==> src/rtl/instr_fetch_queue_pkg.sv <==
// rtl/instr_fetch_queue_pkg.sv - opcode constants, fetch FSM states, queue entry type and opcode legality helper
package instr_fetch_queue_pkg;

    localparam int OPCODE_W = 6;

    localparam logic [OPCODE_W-1:0] OP_RTYPE = 6'b000000;
    localparam logic [OPCODE_W-1:0] OP_SLTI  = 6'b000001;
    localparam logic [OPCODE_W-1:0] OP_LW    = 6'b000100;
    localparam logic [OPCODE_W-1:0] OP_SW    = 6'b000101;
    localparam logic [OPCODE_W-1:0] OP_BEQ   = 6'b000110;
    localparam logic [OPCODE_W-1:0] OP_ADDI  = 6'b000111;

    // Two live states; the remaining 2-bit codes are spare and recover to ST_RUN.
    typedef enum logic [1:0] {
        ST_RUN   = 2'b00,
        ST_DRAIN = 2'b01
    } fetch_state_e;

    // One queue entry: instruction word tagged with the address it was fetched from.
    typedef struct packed {
        logic [31:0] pc;
        logic [31:0] instr;
    } fetch_entry_t;

    // True for the opcodes the control unit decodes.
    function automatic logic is_legal_op(input logic [OPCODE_W-1:0] op);
        case (op)
            OP_RTYPE, OP_SLTI, OP_LW, OP_SW, OP_BEQ, OP_ADDI: is_legal_op = 1'b1;
            default:                                         is_legal_op = 1'b0;
        endcase
    endfunction

endpackage

==> src/rtl/instr_fetch_queue_sync_fifo.sv <==
// rtl/instr_fetch_queue_sync_fifo.sv - in-order entry buffer with flush, simultaneous push/pop legal at any fill
module instr_fetch_queue_sync_fifo #(
    parameter int WIDTH = 64,
    parameter int DEPTH = 4
) (
    input  logic                     clk,
    input  logic                     rst_n,
    input  logic                     flush_i,
    input  logic                     push_i,
    input  logic [WIDTH-1:0]         wdata_i,
    input  logic                     pop_i,
    output logic [WIDTH-1:0]         rdata_o,
    output logic                     valid_o,
    output logic [$clog2(DEPTH):0]   count_o
);

    localparam int AW = $clog2(DEPTH);
    localparam int CW = AW + 1;

    logic [WIDTH-1:0] mem_q [DEPTH];
    logic [AW-1:0]    wr_ptr_q, wr_ptr_d;
    logic [AW-1:0]    rd_ptr_q, rd_ptr_d;
    logic [CW-1:0]    count_q, count_d;
    logic             do_push;
    logic             do_pop;

    // A pop frees a slot in the same cycle, so a push at full is accepted when paired with a pop.
    assign do_pop  = pop_i && (count_q != '0);
    assign do_push = push_i && ((count_q != CW'(DEPTH)) || do_pop);

    assign rdata_o = mem_q[rd_ptr_q];
    assign valid_o = (count_q != '0);
    assign count_o = count_q;

    // Pointer and occupancy next state; flush discards everything including a same-cycle push.
    always_comb begin
        wr_ptr_d = wr_ptr_q;
        rd_ptr_d = rd_ptr_q;
        count_d  = count_q;
        if (flush_i) begin
            wr_ptr_d = '0;
            rd_ptr_d = '0;
            count_d  = '0;
        end else begin
            if (do_push) begin
                wr_ptr_d = wr_ptr_q + AW'(1);
            end
            if (do_pop) begin
                rd_ptr_d = rd_ptr_q + AW'(1);
            end
            if (do_push && !do_pop) begin
                count_d = count_q + CW'(1);
            end else if (!do_push && do_pop) begin
                count_d = count_q - CW'(1);
            end
        end
    end

    // Pointer and occupancy registers.
    always_ff @(posedge clk) begin
        if (!rst_n) begin
            wr_ptr_q <= '0;
            rd_ptr_q <= '0;
            count_q  <= '0;
        end else begin
            wr_ptr_q <= wr_ptr_d;
            rd_ptr_q <= rd_ptr_d;
            count_q  <= count_d;
        end
    end

    // Entry storage; contents are only meaningful below the occupancy count, so no reset.
    always_ff @(posedge clk) begin
        if (do_push && !flush_i) begin
            mem_q[wr_ptr_q] <= wdata_i;
        end
    end

endmodule

==> src/rtl/instr_fetch_queue.sv <==
// rtl/instr_fetch_queue.sv - credit-based instruction fetch queue with redirect/drain; OPCODE_CHECK_EN holds illegal heads
module instr_fetch_queue
    import instr_fetch_queue_pkg::*;
#(
    parameter int          DEPTH    = 4,
    parameter logic [31:0] RESET_PC = 32'h0
) (
    input  logic                clk,
    input  logic                rst_n,
    output logic                imem_req_valid,
    output logic [31:0]         imem_req_addr,
    input  logic                imem_req_ready,
    input  logic                imem_rsp_valid,
    input  logic [31:0]         imem_rsp_data,
    input  logic                redirect_valid,
    input  logic [31:0]         redirect_pc,
    output logic                issue_valid,
    input  logic                issue_ready,
    output logic [31:0]         issue_instr,
    output logic [31:0]         issue_pc,
    output logic [OPCODE_W-1:0] opcode,
    output logic                illegal
);

    localparam int CW = $clog2(DEPTH) + 1;
    localparam int SW = CW + 1;

    fetch_state_e  state_q, state_d;
    logic [31:0]   pc_q, pc_d;
    logic [CW-1:0] out_q, out_d;
    logic          active_q;

    logic [CW-1:0] fifo_count;
    logic          fifo_valid;
    fetch_entry_t  head;
    fetch_entry_t  push_entry;
    logic [SW-1:0] credit_used;
    logic          req_fire;
    logic          rsp_fire;
    logic          push;
    logic          pop;
    logic          head_legal;
    logic          head_blocked;
    logic [31:0]   redirect_pc_aligned;
    logic [31:0]   rsp_pc;
    logic          unused_redirect_lsbs;

    assign redirect_pc_aligned  = {redirect_pc[31:2], 2'b00};
    assign unused_redirect_lsbs = ^redirect_pc[1:0];

    // Every queued word plus every in-flight fetch holds a slot, so the queue can never overflow.
    assign credit_used    = {1'b0, fifo_count} + {1'b0, out_q};
    assign imem_req_valid = active_q && (state_q == ST_RUN) && (credit_used < SW'(DEPTH));
    assign imem_req_addr  = pc_q;
    assign req_fire       = imem_req_valid && imem_req_ready;

    // Responses with nothing in flight are leftovers from before a reset and are ignored.
    assign rsp_fire = imem_rsp_valid && (out_q != '0);

    // In RUN the in-flight fetches are consecutive words ending just below pc_q, so the oldest one's PC follows.
    assign rsp_pc         = pc_q - 32'({out_q, 2'b00});
    assign push_entry.pc    = rsp_pc;
    assign push_entry.instr = imem_rsp_data;

    assign push = (state_q == ST_RUN) && rsp_fire && !redirect_valid;
    assign pop  = issue_valid && issue_ready && !redirect_valid;

    assign head_legal = is_legal_op(head.instr[31:26]);
`ifdef OPCODE_CHECK_EN
    assign head_blocked = !head_legal;
`else
    assign head_blocked = 1'b0;
`endif

    assign issue_valid = fifo_valid && !head_blocked;
    assign issue_instr = fifo_valid ? head.instr : '0;
    assign issue_pc    = fifo_valid ? head.pc : '0;
    assign opcode      = issue_valid ? head.instr[31:26] : '0;
    assign illegal     = fifo_valid && !head_legal;

    instr_fetch_queue_sync_fifo #(
        .WIDTH ($bits(fetch_entry_t)),
        .DEPTH (DEPTH)
    ) u_fifo (
        .clk     (clk),
        .rst_n   (rst_n),
        .flush_i (redirect_valid),
        .push_i  (push),
        .wdata_i (push_entry),
        .pop_i   (pop),
        .rdata_o (head),
        .valid_o (fifo_valid),
        .count_o (fifo_count)
    );

    // Fetch PC, in-flight count and RUN/DRAIN next state; a redirect overrides the PC step of a same-cycle accept.
    always_comb begin
        state_d = state_q;
        pc_d    = pc_q;
        out_d   = out_q;
        if (req_fire) begin
            pc_d = pc_q + 32'd4;
        end
        if (req_fire && !rsp_fire) begin
            out_d = out_q + CW'(1);
        end else if (!req_fire && rsp_fire) begin
            out_d = out_q - CW'(1);
        end
        if (redirect_valid) begin
            pc_d    = redirect_pc_aligned;
            state_d = (out_d == '0) ? ST_RUN : ST_DRAIN;
        end else begin
            case (state_q)
                ST_RUN:   state_d = ST_RUN;
                ST_DRAIN: state_d = (out_d == '0) ? ST_RUN : ST_DRAIN;
                default:  state_d = ST_RUN;
            endcase
        end
    end

    // Control registers; active_q keeps the request port quiet until the first cycle out of reset.
    always_ff @(posedge clk) begin
        if (!rst_n) begin
            state_q  <= ST_RUN;
            pc_q     <= RESET_PC;
            out_q    <= '0;
            active_q <= 1'b0;
        end else begin
            state_q  <= state_d;
            pc_q     <= pc_d;
            out_q    <= out_d;
            active_q <= 1'b1;
        end
    end

endmodule

==> config.mk <==
export PLATFORM = sky130hd
export DESIGN_NAME = instr_fetch_queue
export DESIGN_NICKNAME = d
export VERILOG_FILES = /design/src/rtl/instr_fetch_queue_pkg.sv /design/src/rtl/instr_fetch_queue_sync_fifo.sv /design/src/rtl/instr_fetch_queue.sv
export SDC_FILE = /design/constraint.sdc
export NUM_CORES = 1
export LEC_CHECK = 0
export CAP_MARGIN = 20
export CORE_MARGIN = 4
export CORE_UTILIZATION = 40
export CTS_BUF_LIST = sky130_fd_sc_hd__clkbuf_4 sky130_fd_sc_hd__clkbuf_8 sky130_fd_sc_hd__clkbuf_16
export DETAILED_ROUTE_END_ITERATION = 7
export PLACE_DENSITY = 0.61
export SYNTH_ARGS = -nofsm -noshare
export SYNTH_HDL_FRONTEND = slang
export SYNTH_SLANG_ARGS = --single-unit
==> constraint.sdc <==
create_clock -name clk -period 6.3 [get_ports clk]
set_input_delay 0.945 -clock clk [delete_from_list [all_inputs] [get_ports clk]]
set_output_delay 0.945 -clock clk [all_outputs]
set_load 0.005 [all_outputs]
**Yosys cells after proc, flatten, opt, wreduce, memory -nomap -nowiden**

Memory sizes are Yosys's and may differ from the RTL's. A register that Yosys moved wholly into a read port is not among the register bits.
Cells that the tools add are included.

- Equality and inequality tests: 7
- Multipliers: 0
- Bitwise logic cells: 1
- Shift operators: 0
- Order comparisons: 1
- Divide/modulo/power cells: 0
- $add $sub $neg: 9
- Muxes and demuxes: 18
- Reduce and logical (&&, ||, !) cells: 32

Operators with widths:

| operator | number |
|---|---|
| two-way mux 32 bit | 4 |
| adder 32 x 3 -> 32 bit (second input constant) | 1 |
| subtractor 32 x 5 -> 32 bit | 1 |
| equality test 6 x 3 -> 1 bit (second input constant) | 4 |
| logical AND 1 bit | 16 |
| two-way mux 3 bit | 4 |
| two-way mux 1 bit | 7 |
| adder 3 x 1 -> 3 bit (second input constant) | 2 |
| equality test 6 x 1 -> 1 bit (second input constant) | 1 |
| logical NOT 1 bit | 6 |
| logical NOT 6 bit | 1 |
| two-way mux 6 bit | 1 |
| nonzero test 3 bit | 2 |
| OR reduction 6 bit | 1 |
| subtractor 3 x 1 -> 3 bit (second input constant) | 2 |
| adder 2 x 1 -> 2 bit (second input constant) | 2 |
| adder 3 x 3 -> 4 bit | 1 |
| < comparator 4 x 3 -> 1 bit (second input constant) | 1 |
| two-way mux 2 bit | 2 |
| nonzero test 2 bit | 2 |
| logical NOT 3 bit | 1 |
| != test 3 bit (second input constant) | 1 |
| equality test 2 x 1 -> 1 bit (second input constant) | 1 |
| logical NOT 2 bit | 1 |
| other kinds (3) | 3 |

- Bits of input ports: 70
- Latch bits: 0
- Memories: 1
- Logic and storage cells: 77
- Bits in writable memories: 256
- Flip-flop bits (word level): 45
- Output and inout port bits: 105
- Bits in read-only memories: 0

Memory list:

| memory | depth | bits a word | rd ports | clocked after memory_dff | write ports | line | RTL |
|---|---|---|---|---|---|---|---|
| u_fifo.mem_q | 4 | 64 | 1 | 1 | 1 | instr_fetch_queue_sync_fifo.sv:20 | `logic [WIDTH-1:0] mem_q [DEPTH];` |

**Longest topological paths before layout**

- Depth after elaboration: 12
- Mapped depth: 11
- Gate-level depth less buffers: 11

**Cells and area by module**

A second synthesis with hierarchy kept.

- Cell total of the unflattened synthesis: 815
- Area total of the unflattened synthesis: 12941.2 µm²

By module, submodules not included:

| module | instances | sequential area each (µm²) | area an instance (µm²) | cells each |
|---|---|---|---|---|
| instr_fetch_queue_sync_fifo | 1 | 7867.5 | 9793.1 | 385 |
| instr_fetch_queue | 1 | 700.7 | 3148.0 | 430 |

**Worst setup path after synthesis**

Ideal clock, no wire load.

- Path kind: input to register
- From: input redirect_valid
- To: memory u_fifo.mem_q[0][0], enable pin
- Setup time: 0.426 ns
- Slack: 2.459 ns
- Stages: 3
- Data required time: 5.874 ns
- Data arrival time: 3.414 ns
- Path buffers: 1
- Path through: clkbuf_1 -> nor4_1 -> and2_1

- Cells in the longest elaborated chain, start to end: 8
- Elaborated cells on any way between the ends: 9
- Classes of those cells: mux: 2; reduce/logical: 7

Ends and longest elaborated chain:

| element | line | RTL |
|---|---|---|
| from (decl) | instr_fetch_queue.sv:15 | `input logic redirect_valid,` |
| logical NOT 1 bit * | instr_fetch_queue_sync_fifo.sv:74, instr_fetch_queue.sv:65, instr_fetch_queue.sv:66 |  |
| logical AND 1 bit | instr_fetch_queue.sv:66 | `assign pop = issue_valid && issue_ready && !redirect_valid;` |
| logical AND 1 bit | instr_fetch_queue_sync_fifo.sv:28 | `assign do_pop = pop_i && (count_q != '0);` |
| logical OR 1 bit | instr_fetch_queue_sync_fifo.sv:29 | `assign do_push = push_i && ((count_q != CW'(DEPTH)) \|\| do_pop);` |
| logical AND 1 bit | instr_fetch_queue_sync_fifo.sv:29 |  |
| logical AND 1 bit * | instr_fetch_queue_sync_fifo.sv:74 | `if (do_push && !flush_i) begin` |
| two-way mux 1 bit * | instr_fetch_queue_sync_fifo.sv:74 |  |
| two-way mux 1 bit (implied by the code) * | instr_fetch_queue_sync_fifo.sv:75 | `mem_q[wr_ptr_q] <= wdata_i;` |
| to (decl) | instr_fetch_queue_sync_fifo.sv:20 |  |

Mark *: on every way between the ends. The rest lies on a longest branch, timed or not.

==> impl_metrics.sql <==
INSERT INTO impl_metrics (metric_group, metric, value, unit) VALUES
('logic_synthesis', 'synth_sequential_area_ratio', '0.666', ''),
('setup_path', 'worst-endpoint-required', '5.35', 'ns'),
('pwr', 'vdd.ir_drop.worst', '222', 'uV'),
('detailed_routing', 'detail_route.iter0.violations', '396', ''),
('timing', 'finalSetupViolations', '0', ''),
('setup_path', 'critical_path.endpoint_type', 'output pin', ''),
('setup_path', 'critical-path-slowest-cell', 'sky130_fd_sc_hd__dfxtp_4', ''),
('setup_path', 'setup_crit_start_kind', 'register', ''),
('detailed_routing', 'drt_pass1_iterations', '5', ''),
('detailed_routing', 'post_route_ant_nets', '0', ''),
('clock_tree', 'clock_tree.buffer_depth', '3', ''),
('timing', 'relSlewSlack', '0.321', ''),
('pwr', 'power.density_cell_area', '317', 'nW/um^2'),
('timing', 'timing_max_transition_violations_final', '0', ''),
('floorplan', 'dieArea', '34100', 'um^2'),
('logic_synthesis', 'synthCells', '793', ''),
('clock_tree', 'cts_h_tree_lvls', '1', ''),
('floorplan', 'initial_utilization', '0.407', ''),
('detailed_routing', 'avgViaCountPerCell', '5.28', ''),
('finish', 'final_core_utilization', '0.504', ''),
('finish', 'final_cell_area', '15500', 'um^2'),
('clock_tree', 'cts-buffers-inserted', '31', ''),
('timing', 'setup_ws', '2.08', 'ns'),
('clock_tree', 'holdBufCountCts', '0', ''),
('finish', 'nets', '1030', ''),
('setup_path', 'crit_type', 'reg2out', ''),
('grt', 'grt_max_degree', '63', ''),
('setup_path', 'critical_path_maximum_fanout', '40', ''),
('setup_path', 'critPathBufInv', '2', ''),
('logic_synthesis', 'synthArstFlopShare', '0', ''),
('floorplan', 'coreArea', '30700', 'um^2'),
('timing', 'worst_clock_skew', '0.0168', 'ns'),
('setup_path', 'critPathTopFamily', 'buffers and inverters', ''),
('place', 'dpl.hpwl', '17.0', 'mm'),
('place', 'gpl.final_weighted_congestion', '0.742', ''),
('logic_synthesis', 'ys_ff_latch', '292', ''),
('clock_tree', 'root_buffer', 'sky130_fd_sc_hd__clkbuf_16', ''),
('timing', 'finalWorstPathRequiredPeriod', '4.22', 'ns'),
('place', 'placed_cell_area', '14500', 'um^2'),
('timing', 'tightest_slew', '1.02', 'ns'),
('detailed_routing', 'remaining_drc_errors', '0', ''),
('finish', 'areaGrowthSynthToFinish', '24.0', '%'),
('clock_tree', 'clk-insertion-delay-late', '0.55', 'ns'),
('clock_tree', 'tritoncts', 'built', ''),
('status', 'status', 'completed', ''),
('finish', 'ff_latch_area', '8340', 'um^2'),
('detailed_routing', 'drt_wl_total', '27.7', 'mm'),
('floorplan', 'dieHeight', '185', 'um'),
('finish', 'multi_input_area', '3860', 'um^2'),
('place', 'buffer_ports.inserted', '168', ''),
('finish', 'filler_cell_count', '2613', ''),
('clock_tree', 'cts.sinks', '292', ''),
('flow_run', 'drv_cap', '0', ''),
('timing', 'grt_setup_unrepaired', 'no', ''),
('setup_path', 'crit_chain', 'buf_4 -> mux4_2 -> and2_1 -> clkdlybuf4s50_1', ''),
('logic_synthesis', 'flip_flop_cell_with_the_highest_count_after_synthesis', 'sky130_fd_sc_hd__edfxtp_1', ''),
('clock_tree', 'cts_setup_buffers', '0', ''),
('grt', 'grt_pass1_wl', '43.0', 'mm'),
('finish', 'antennaDiodeCount', '0', ''),
('timing', 'period_share', '0.670', ''),
('logic_synthesis', 'syn-cell-area', '12500', 'um^2'),
('setup_path', 'setup.reg_to_reg.worst_slack', '3.24', 'ns'),
('place', 'preCtsSetupSlack', '2.53', 'ns'),
('logic_synthesis', 'synth_edf_count', '248', ''),
('finish', 'drive_gt1_frac', '0.147', ''),
('floorplan', 'floorplan.rows', '64', ''),
('detailed_routing', 'route.vias.total', '7199', ''),
('pwr', 'p_leak', '5.07', 'nW'),
('clock_tree', 'post_cts_resize_count', '0', ''),
('timing', 'final-hold-violation-count', '0', ''),
('timing', 'hold_ws', '0.538', 'ns');
metal layers:
layer  GRT usage  up-vias  wire [um]
met5           0        -         11
met4      0.0311        2        438
met3      0.0332       39       1640
met2       0.264      210      13100
met1       0.227     3632      12600
li1            -     3316          -
power breakdown:
group | total (mW) | switching [mW] | internal [mW]
combinational | 0.789 | 0.379 | 0.410
sequential | 2.33 | 0.0792 | 2.25
clock | 1.79 | 0.701 | 1.09
tightest hold or removal path: stages, from the launching register on:
cell and delay [ns]:
sky130_fd_sc_hd__dfxtp_1 0.34, sky130_fd_sc_hd__o21ai_0 0.08, sky130_fd_sc_hd__a21oi_1 0.06
cells in the mapped netlist (15+ instances only):
library cell               number  area share
sky130_fd_sc_hd__edfxtp_1     248        0.60
sky130_fd_sc_hd__and2_1        70       0.035
sky130_fd_sc_hd__mux4_2        62        0.11
sky130_fd_sc_hd__dfxtp_1       44       0.070
sky130_fd_sc_hd__clkbuf_1      38       0.011
sky130_fd_sc_hd__xor2_1        37       0.026
sky130_fd_sc_hd__o21ai_0       36       0.014
sky130_fd_sc_hd__nand2_1       22      0.0066
sky130_fd_sc_hd__a21oi_1       20      0.0080
sky130_fd_sc_hd__nor2_1        20      0.0060
sky130_fd_sc_hd__xnor2_1       18       0.013
sky130_fd_sc_hd__inv_1         17      0.0051
sky130_fd_sc_hd__nor3_1        17      0.0068
sky130_fd_sc_hd__nand4_1       15      0.0075
final cells by class:
type                    count  area share
well taps                 396      0.0320
inverters                  17     0.00412
flip-flops and latches    292       0.538
repair buffers            175       0.112
clock inverters            11     0.00815
multi-input cells         427       0.249
clock buffers              45      0.0572
worst paths after layout:
path | start | to | cells past startpoint
max | register | issue_pc[4] | 4
min | u_fifo.count_o[2]$_SDFFE_PP0P_ | u_fifo.count_o[2]$_SDFFE_PP0P_ | 2
max reg2reg | u_fifo.count_o[0]$_SDFFE_PP0P_ | u_fifo.count_o[2]$_SDFFE_PP0P_ | 10
min reg2reg | u_fifo.count_o[2]$_SDFFE_PP0P_ | u_fifo.count_o[2]$_SDFFE_PP0P_ | 2
kinds of logic after synthesis:
group / Yosys count / synth area share
other cells: 1 / 0.000300
simple gates: 205 / 0.0975
flops: 292 / 0.666
buf+inv: 77 / 0.0271
fa+ha+maj: 16 / 0.0172
compound gates: 80 / 0.0374
xor+xnor: 55 / 0.0385
mux: 67 / 0.116
stage by stage:
step / total power, mW / instances
2_1_floorplan: 2.79 / 796
3_5_place_dp: 3.17 / 1307
3_3_place_gp: 3.16 / 1307
4_1_cts: 4.97 / 1363
6_report: 4.91 / 1363
5_1_grt: 5.14 / 1363
registers in the layout, indices dropped and copies added (netlist names), named ones only:
| signal | flops |
|---|---|
| active_q | 1 |
| imem_req_addr | 30 |
| out_q | 3 |
| state_q | 1 |
| u_fifo.count_o | 3 |
| u_fifo.mem_q | 248 |
| u_fifo.rd_ptr_q | 2 |
| u_fifo.wr_ptr_q | 2 |
cells in the final DEF (no fill, tap or decap), types with 3 or more instances in the layout:
master	n
sky130_fd_sc_hd__edfxtp_1	248
sky130_fd_sc_hd__clkdlybuf4s50_1	168
sky130_fd_sc_hd__and2_1	66
sky130_fd_sc_hd__mux4_2	62
sky130_fd_sc_hd__dfxtp_1	42
sky130_fd_sc_hd__xor2_1	37
sky130_fd_sc_hd__o21ai_0	36
sky130_fd_sc_hd__clkbuf_16	31
sky130_fd_sc_hd__nand2_1	22
sky130_fd_sc_hd__a21oi_1	20
sky130_fd_sc_hd__nor2_1	20
sky130_fd_sc_hd__xnor2_1	18
sky130_fd_sc_hd__nor3_1	17
sky130_fd_sc_hd__inv_1	17
sky130_fd_sc_hd__nand4_1	15
sky130_fd_sc_hd__ha_1	14
sky130_fd_sc_hd__clkbuf_4	13
sky130_fd_sc_hd__nand3_1	11
sky130_fd_sc_hd__a31oi_1	7
sky130_fd_sc_hd__and3_1	7
sky130_fd_sc_hd__or4_1	7
sky130_fd_sc_hd__or3_1	7
sky130_fd_sc_hd__buf_4	7
sky130_fd_sc_hd__o31ai_1	6
sky130_fd_sc_hd__nor4_1	6
sky130_fd_sc_hd__clkinv_1	5
sky130_fd_sc_hd__mux2i_1	4
sky130_fd_sc_hd__nor2b_1	4
sky130_fd_sc_hd__and2_4	4
sky130_fd_sc_hd__conb_1	4
sky130_fd_sc_hd__nand2b_1	3
sky130_fd_sc_hd__bufinv_16	3
Note: power is estimated with default switching activity, not from simulation.
